===== config.mk =====
export PLATFORM = sky130hd
export DESIGN_NAME = imem_stream_loader_flat
export DESIGN_NICKNAME = d
export VERILOG_FILES = /design/src/rtl/imem_stream_loader_pkg.sv /design/src/rtl/imem_stream_loader_if.sv /design/src/rtl/imem_stream_loader_byte_word_packer.sv /design/src/rtl/imem_stream_loader.sv /design/src/flat_wrapper.sv
export SDC_FILE = /design/constraint.sdc
export NUM_CORES = 1
export LEC_CHECK = 0
export ABC_AREA = 1
export BUFFER_PORTS_ARGS = -buffer_cell sky130_fd_sc_hd__buf_4
export CAP_MARGIN = 20
export CELL_PAD_IN_SITES_DETAIL_PLACEMENT = 1
export CELL_PAD_IN_SITES_GLOBAL_PLACEMENT = 1
export CORE_ASPECT_RATIO = 0.9
export CORE_UTILIZATION = 37
export CTS_CLUSTER_SIZE = 40
export DETAILED_ROUTE_END_ITERATION = 6
export GPL_ROUTABILITY_DRIVEN = 1
export GPL_TIMING_DRIVEN = 0
export PLACE_DENSITY_LB_ADDON = 0.1
export SYNTH_ARGS = -nofsm -noshare
export SYNTH_HDL_FRONTEND = slang
export SYNTH_SLANG_ARGS = --single-unit

===== constraint.sdc =====
create_clock -name CLK -period 1.5 [get_ports CLK]
set_clock_uncertainty 0.05 [all_clocks]
set_input_delay 0.225 -clock CLK [delete_from_list [all_inputs] [get_ports CLK]]
set_output_delay 0.225 -clock CLK [all_outputs]
set_load 0.02 [all_outputs]

===== src/rtl/imem_stream_loader_pkg.sv =====
// carp_loader_pkg: shared state encoding, frame constants and count type for the program loader
package carp_loader_pkg;
  typedef enum logic [2:0] {
    IDLE   = 3'd0,
    CNT_HI = 3'd1,
    CNT_LO = 3'd2,
    DATA   = 3'd3,
    CSUM   = 3'd4,
    DONE   = 3'd5,
    ERROR  = 3'd6
  } state_e;
  localparam logic [7:0] MAGIC_DEFAULT = 8'hA5;
  typedef logic [15:0] wcount_t;
endpackage


===== src/rtl/imem_stream_loader_if.sv =====
// imem_stream_loader_if: host byte stream plus program-memory write port
interface imem_stream_loader_if #(parameter int ADDR_W = 14);
  logic [7:0] in_data;
  logic in_valid;
  logic in_ready;
  logic imem_we;
  logic [ADDR_W-1:0] imem_addr;
  logic [31:0] imem_wdata;
  modport master (output in_data, in_valid, input in_ready, imem_we, imem_addr, imem_wdata);
  modport slave (input in_data, in_valid, output in_ready, imem_we, imem_addr, imem_wdata);
endinterface


===== src/rtl/imem_stream_loader_byte_word_packer.sv =====
// byte_word_packer: little-endian 8->32 assembler; word_valid pulses the cycle after the fourth byte
module byte_word_packer (
  input  logic clk,
  input  logic rst,
  input  logic en,
  input  logic [7:0] din,
  output logic [1:0] lane,
  output logic [31:0] word,
  output logic word_valid
);
  always_ff @(posedge clk)
    if (rst) begin
      lane <= '0;
      word <= '0;
      word_valid <= 1'b0;
    end else begin
      word_valid <= en && lane == 2'd3;
      if (en) begin
        lane <= lane + 2'd1;
        word <= {din, word[31:8]};
      end
    end
endmodule


===== src/rtl/imem_stream_loader.sv =====
// imem_stream_loader: parses a framed byte stream into program memory and releases the core on a good checksum
module imem_stream_loader
  import carp_loader_pkg::*;
#(
  parameter int ADDR_W = 14,
  parameter logic [7:0] MAGIC = MAGIC_DEFAULT
) (
  input  logic CLK,
  input  logic RST,
  imem_stream_loader_if.slave bus,
  input  logic load_req,
  output logic core_hold,
  output logic load_done,
  output logic load_err
);
  state_e state, nxt;
  logic [7:0] cnt_hi, csum;
  logic [16:0] left;
  logic [ADDR_W-1:0] addr;
  logic [1:0] lane;
  logic accept, frame_start, data_en, last_byte, oversize, restart;
  wcount_t count;
  assign accept = bus.in_valid && bus.in_ready;
  assign count = {cnt_hi, bus.in_data};
  assign oversize = 32'(count) > (32'd1 << ADDR_W);
  assign frame_start = accept && state == CNT_LO;
  assign data_en = accept && state == DATA;
  // left counts words not yet written; a lane-3 accept always follows the previous word's write
  assign last_byte = data_en && lane == 2'd3 && left == 17'd1;
  assign restart = (state == DONE || state == ERROR) && load_req;
  assign bus.in_ready = state != DONE && state != ERROR;
  assign bus.imem_addr = addr;
  assign core_hold = state != DONE;
  assign load_done = state == DONE;
  assign load_err = state == ERROR;
  byte_word_packer u_pack (
    .clk(CLK),
    .rst(!RST || frame_start),
    .en(data_en),
    .din(bus.in_data),
    .lane(lane),
    .word(bus.imem_wdata),
    .word_valid(bus.imem_we)
  );
  always_comb begin
    nxt = state;
    case (state)
      IDLE:    nxt = accept && bus.in_data == MAGIC ? CNT_HI : IDLE;
      CNT_HI:  nxt = accept ? CNT_LO : CNT_HI;
      CNT_LO:  nxt = !accept ? CNT_LO : count == '0 ? CSUM : oversize ? ERROR : DATA;
      DATA:    nxt = last_byte ? CSUM : DATA;
      CSUM:    nxt = !accept ? CSUM : bus.in_data == csum ? DONE : ERROR;
      default: nxt = restart ? IDLE : state;
    endcase
  end
  always_ff @(posedge CLK)
    if (!RST) begin
      state <= IDLE;
      cnt_hi <= '0;
      csum <= '0;
      left <= '0;
      addr <= '0;
    end else begin
      state <= nxt;
      if (accept && state == CNT_HI) cnt_hi <= bus.in_data;
      if (frame_start) begin
        csum <= '0;
        left <= 17'(count);
        addr <= '0;
      end else if (data_en) csum <= csum ^ bus.in_data;
      // the final write leaves the index on the last address rather than wrapping
      if (bus.imem_we) begin
        left <= left - 17'd1;
        if (left != 17'd1) addr <= addr + ADDR_W'(1);
      end
      if (restart) begin
        cnt_hi <= '0;
        csum <= '0;
        left <= '0;
        addr <= '0;
      end
    end
endmodule

===== src/flat_wrapper.sv =====
// flat-port wrapper written by rule: the top's interface ports become plain ports
module imem_stream_loader_flat import carp_loader_pkg::*;
#(
  parameter int ADDR_W = 14,
  parameter logic [7:0] MAGIC = MAGIC_DEFAULT
)
  (CLK, RST, load_req, core_hold, load_done, load_err, bus_in_data, bus_in_valid, bus_in_ready, bus_imem_we, bus_imem_addr, bus_imem_wdata);
  imem_stream_loader_if #(.ADDR_W(ADDR_W)) bus_i ();
  input  logic CLK;
  input  logic RST;
  input  logic load_req;
  output logic core_hold;
  output logic load_done;
  output logic load_err;
  input wire logic [$bits(bus_i.in_data)-1:0] bus_in_data;
  input wire logic [$bits(bus_i.in_valid)-1:0] bus_in_valid;
  output wire logic [$bits(bus_i.in_ready)-1:0] bus_in_ready;
  output wire logic [$bits(bus_i.imem_we)-1:0] bus_imem_we;
  output wire logic [$bits(bus_i.imem_addr)-1:0] bus_imem_addr;
  output wire logic [$bits(bus_i.imem_wdata)-1:0] bus_imem_wdata;
  assign bus_i.in_data = bus_in_data;
  assign bus_i.in_valid = bus_in_valid;
  assign bus_in_ready = bus_i.in_ready;
  assign bus_imem_we = bus_i.imem_we;
  assign bus_imem_addr = bus_i.imem_addr;
  assign bus_imem_wdata = bus_i.imem_wdata;
  imem_stream_loader #(.ADDR_W(ADDR_W), .MAGIC(MAGIC)) u_core (.CLK(CLK), .RST(RST), .bus(bus_i), .load_req(load_req), .core_hold(core_hold), .load_done(load_done), .load_err(load_err));
endmodule

==> qor.csv <==
metric,value,unit
status,finished with violations,
violations in the final reports,setup timing,
HP Class,in -> reg,
final setup margin,-0.07407,ns
Post-Route WL,14520,um
Final Instance Count excl. Fillers,847,
Initial Util,38.79,%
Syn Nets,603,
CTS tree,yes,
final-report max-slew violation count,0,
sequential cell area fraction in the yosys report,39.75,%
CP required,1.74,ns
average wire per standard cell,17.15,um
setup violators final,5,
first-pass GRT wire length,22680,um
fin nets,706,
Slew HR,74.43,%
Hold Worst Slack,0.07345,ns
slowest CP cell,dfxtp_1,
"Warnings, synthesis",0,
Die W,115.4,um
GPL Wtd Cong,0.7929,
clock-pin transition on the worst setup and hold timing paths,0.07,ns
Core ar.,0.01104,mm2
worst IR drop on VDD,582.3,uV
Clk Tree Root Cell,clkbuf_16,
FMAX,635.3,MHz
"EDFF count, synth",0,
worst-path cell chain,nor2_1 > nand2_2 > nor2_4 > nand2_4 > nand2_8 > buf_6 > nor2_2 > a21oi_1 > a21boi_2,
most common flop cell mapped by yosys,dfxtp_1,
layout cell share with drive strength beyond 1,38.56,%
final worst path period share,104.9,%
Cells after Synth,587,
Die Ht,104.0,um
initial antenna violation count,0,
Critical Path Start Type,flop,
post-layout min period,1.574,ns
clock sinks,85,
Port-buffer cells,62,
H-Tree Depth,3,
CP max stage delay,0.34,ns
FP Rows,36,
Hold Buf Count CTS,0,
Layout area overhead,39.64,%
CP max FO,6,
largest net degree at the start of global routing,17,
"Async S/R FF share, synth",0,%
DRT Pass-1 Iters,4,
# placed instances,801,
GRT Overall Usage,24.46,%
Synth Register Bits,85,
RSZ-0062 raised after global routing,true,
Post-DP HPWL,9715,um
clock latency on the worst-skew pair,0.36,ns
DP Area,0.004940,mm2
vias per cell,5.189,
max-cap violation count,0,
syn_area_per_cell,7.292,um2
die area,0.01200,mm2
GR Overflow Total,0,
Post-Syn Area,0.004280,mm2
DRC Markers,0,
CP endpoint kind,flop,
vias in the first global route,4570,
worst slew pin tran,0.3832,ns
Ports,63,
clock buffer depth,2,
LEAKAGE,2.382,nW
PD cells,784.1,mW/mm2
fin area,0.005977,mm2
total CTS buffers,9,
CP Class,reg -> reg,
Routed Antenna Nets,0,
synth unique cells,46,
"Hold Vio Cnt, Final",0,
Layout fillers,1362,
WP data arrival,1.81,ns
Vias,4395,
ant diodes,0,
Iter 0 DRT Violations,165,
-- cells in the final DEF, fill, tap and decap left out, types with 4 or more instances in the layout --
| cell | n |
|---|---|
| a31oi_1 | 8 |
| buf_2 | 4 |
| o21ai_0 | 14 |
| nor2_2 | 9 |
| nor2_1 | 61 |
| nand2_2 | 12 |
| nand4_1 | 5 |
| a211oi_1 | 8 |
| clkbuf_16 | 10 |
| nand2_1 | 112 |
| nand3_1 | 28 |
| nand3_2 | 5 |
| inv_1 | 50 |
| o21ai_1 | 9 |
| dfxtp_4 | 8 |
| dfxtp_2 | 10 |
| o21ai_2 | 12 |
| nand2_4 | 7 |
| buf_4 | 82 |
| inv_4 | 4 |
| nor3_1 | 8 |
| nor2_4 | 21 |
| clkbuf_4 | 4 |
| dfxtp_1 | 67 |
| xor2_1 | 4 |
| xnor2_1 | 5 |
| buf_6 | 10 |
| inv_2 | 11 |
| a21oi_1 | 39 |
| a21oi_2 | 21 |
-- metal layers --
| metal | vias to the layer above | global-route usage, % | routed length [um] |
|---|---|---|---|
| li1 | 2131 | - | - |
| met1 | 2169 | 30.05 | 6486 |
| met2 | 75 | 41.53 | 7258 |
| met3 | 20 | 5.594 | 524 |
| met4 | 0 | 8.256 | 254 |
| met5 | - | 0 | 0 |
-- logic make-up after synthesis --
logic type | share of synthesized area, %
AOI/OAI and AO/OA | 18.47
and+or+nand+nor | 30.23
DFF | 39.75
adders and majority gates | 1.169
buffers and inverters | 8.535
xor gates and xnor gates | 1.841
-- layout make-up --
| class | instances | area [um2] | share of cell area (%) |
|---|---|---|---|
| Clock buffer | 10 | 239.0 | 3.998 |
| Tap cell | 152 | 190.2 | 3.182 |
| Buffer | 15 | 136.4 | 2.282 |
| Inverter | 69 | 301.5 | 5.045 |
| Timing Repair Buffer | 91 | 747.0 | 12.50 |
| Sequential cell | 85 | 1744 | 29.18 |
| Clock inverter | 6 | 53.80 | 0.9001 |
| Multi-Input combinational cell | 419 | 2565 | 42.91 |
-- state kept, by name, summed over array words and instances (netlist names) --
name and cells:
u_core.bus.imem_addr 14, u_core.left 17, u_core.csum 8, u_core.u_pack.word 32, u_core.cnt_hi 8, u_core.state 3, u_core.u_pack.word_valid 1, u_core.u_pack.lane 2
-- power by group --
group          internal [W]  switching [W]  leakage (nW)  total [W]
Sequential          0.00224    0.000000472         0.696    0.00224
Clock               0.00120        0.00104         0.142    0.00224
Combinational     0.0000706       0.000132          1.54   0.000202
Total               0.00351        0.00117          2.38    0.00469
-- synthesized netlist by cell type (2+ instances only) --
master	n	area share, %
nand2_1	123	11
dfxtp_1	85	40
nor2_1	75	6.6
inv_1	60	5.3
a21oi_1	42	4.9
nand3_1	33	3.9
o21ai_0	24	2.8
a21oi_2	18	3.7
a211oi_1	11	1.9
nor2_2	10	1.5
nor3_1	10	1.2
o21ai_2	10	2.0
a31oi_1	8	1.2
nand2_2	7	1.0
buf_2	6	0.70
inv_2	5	0.44
nand4_1	5	0.73
nor2_4	5	1.3
xnor2_1	5	1.0
clkbuf_1	4	0.35
ha_1	4	1.2
xor2_1	4	0.82
inv_4	3	0.44
nand2_4	3	0.79
o22ai_1	3	0.44
buf_4	2	0.35
buf_6	2	0.53
nand3b_1	2	0.35
-- path summary, 6_finish.rpt --
check / start / to / slack (ns) / cells past startpoint
max: u_core.left[15] / u_core.bus.imem_addr[12] / -0.07 / 9
max reg2reg: u_core.left[15] / u_core.bus.imem_addr[12] / -0.07 / 9
min reg2reg: u_core.u_pack.word[0] / u_core.u_pack.word[0] / 0.42 / 2
min: RST / u_core.state[0] / 0.07 / 3
-- timing repair --
action                                  in CTS  in global routing
gates cloned                                 1                  2
resized for setup                           59                101
endpoints found under the setup margin      87                 79
pin swaps                                   13                 32
setup buffers                               13                 15
-- stage by stage --
step	setup slack [ns]	total power [W]	utilization [%]	setup TNS, ns
2_1_floorplan	-0.001677	0.002399	-	-0.001677
3_3_place_gp	-0.1853	0.002478	44.76	-4.971
3_5_place_dp	-0.1903	0.002480	44.76	-7.028
4_1_cts	-0.01238	0.004710	50.25	-0.04054
5_1_grt	-0.1864	0.004841	54.16	-2.640
6_report	-0.07407	0.004686	54.16	-0.1517
-- worst max-delay path: cells and delay by family (launching register included) --
family          cells  cell delay (ns)
compound gates      2             0.31
buf+inv             1             0.10
flops               1             0.34
simple gates        6             0.69
(Power assumes the default switching activity.)
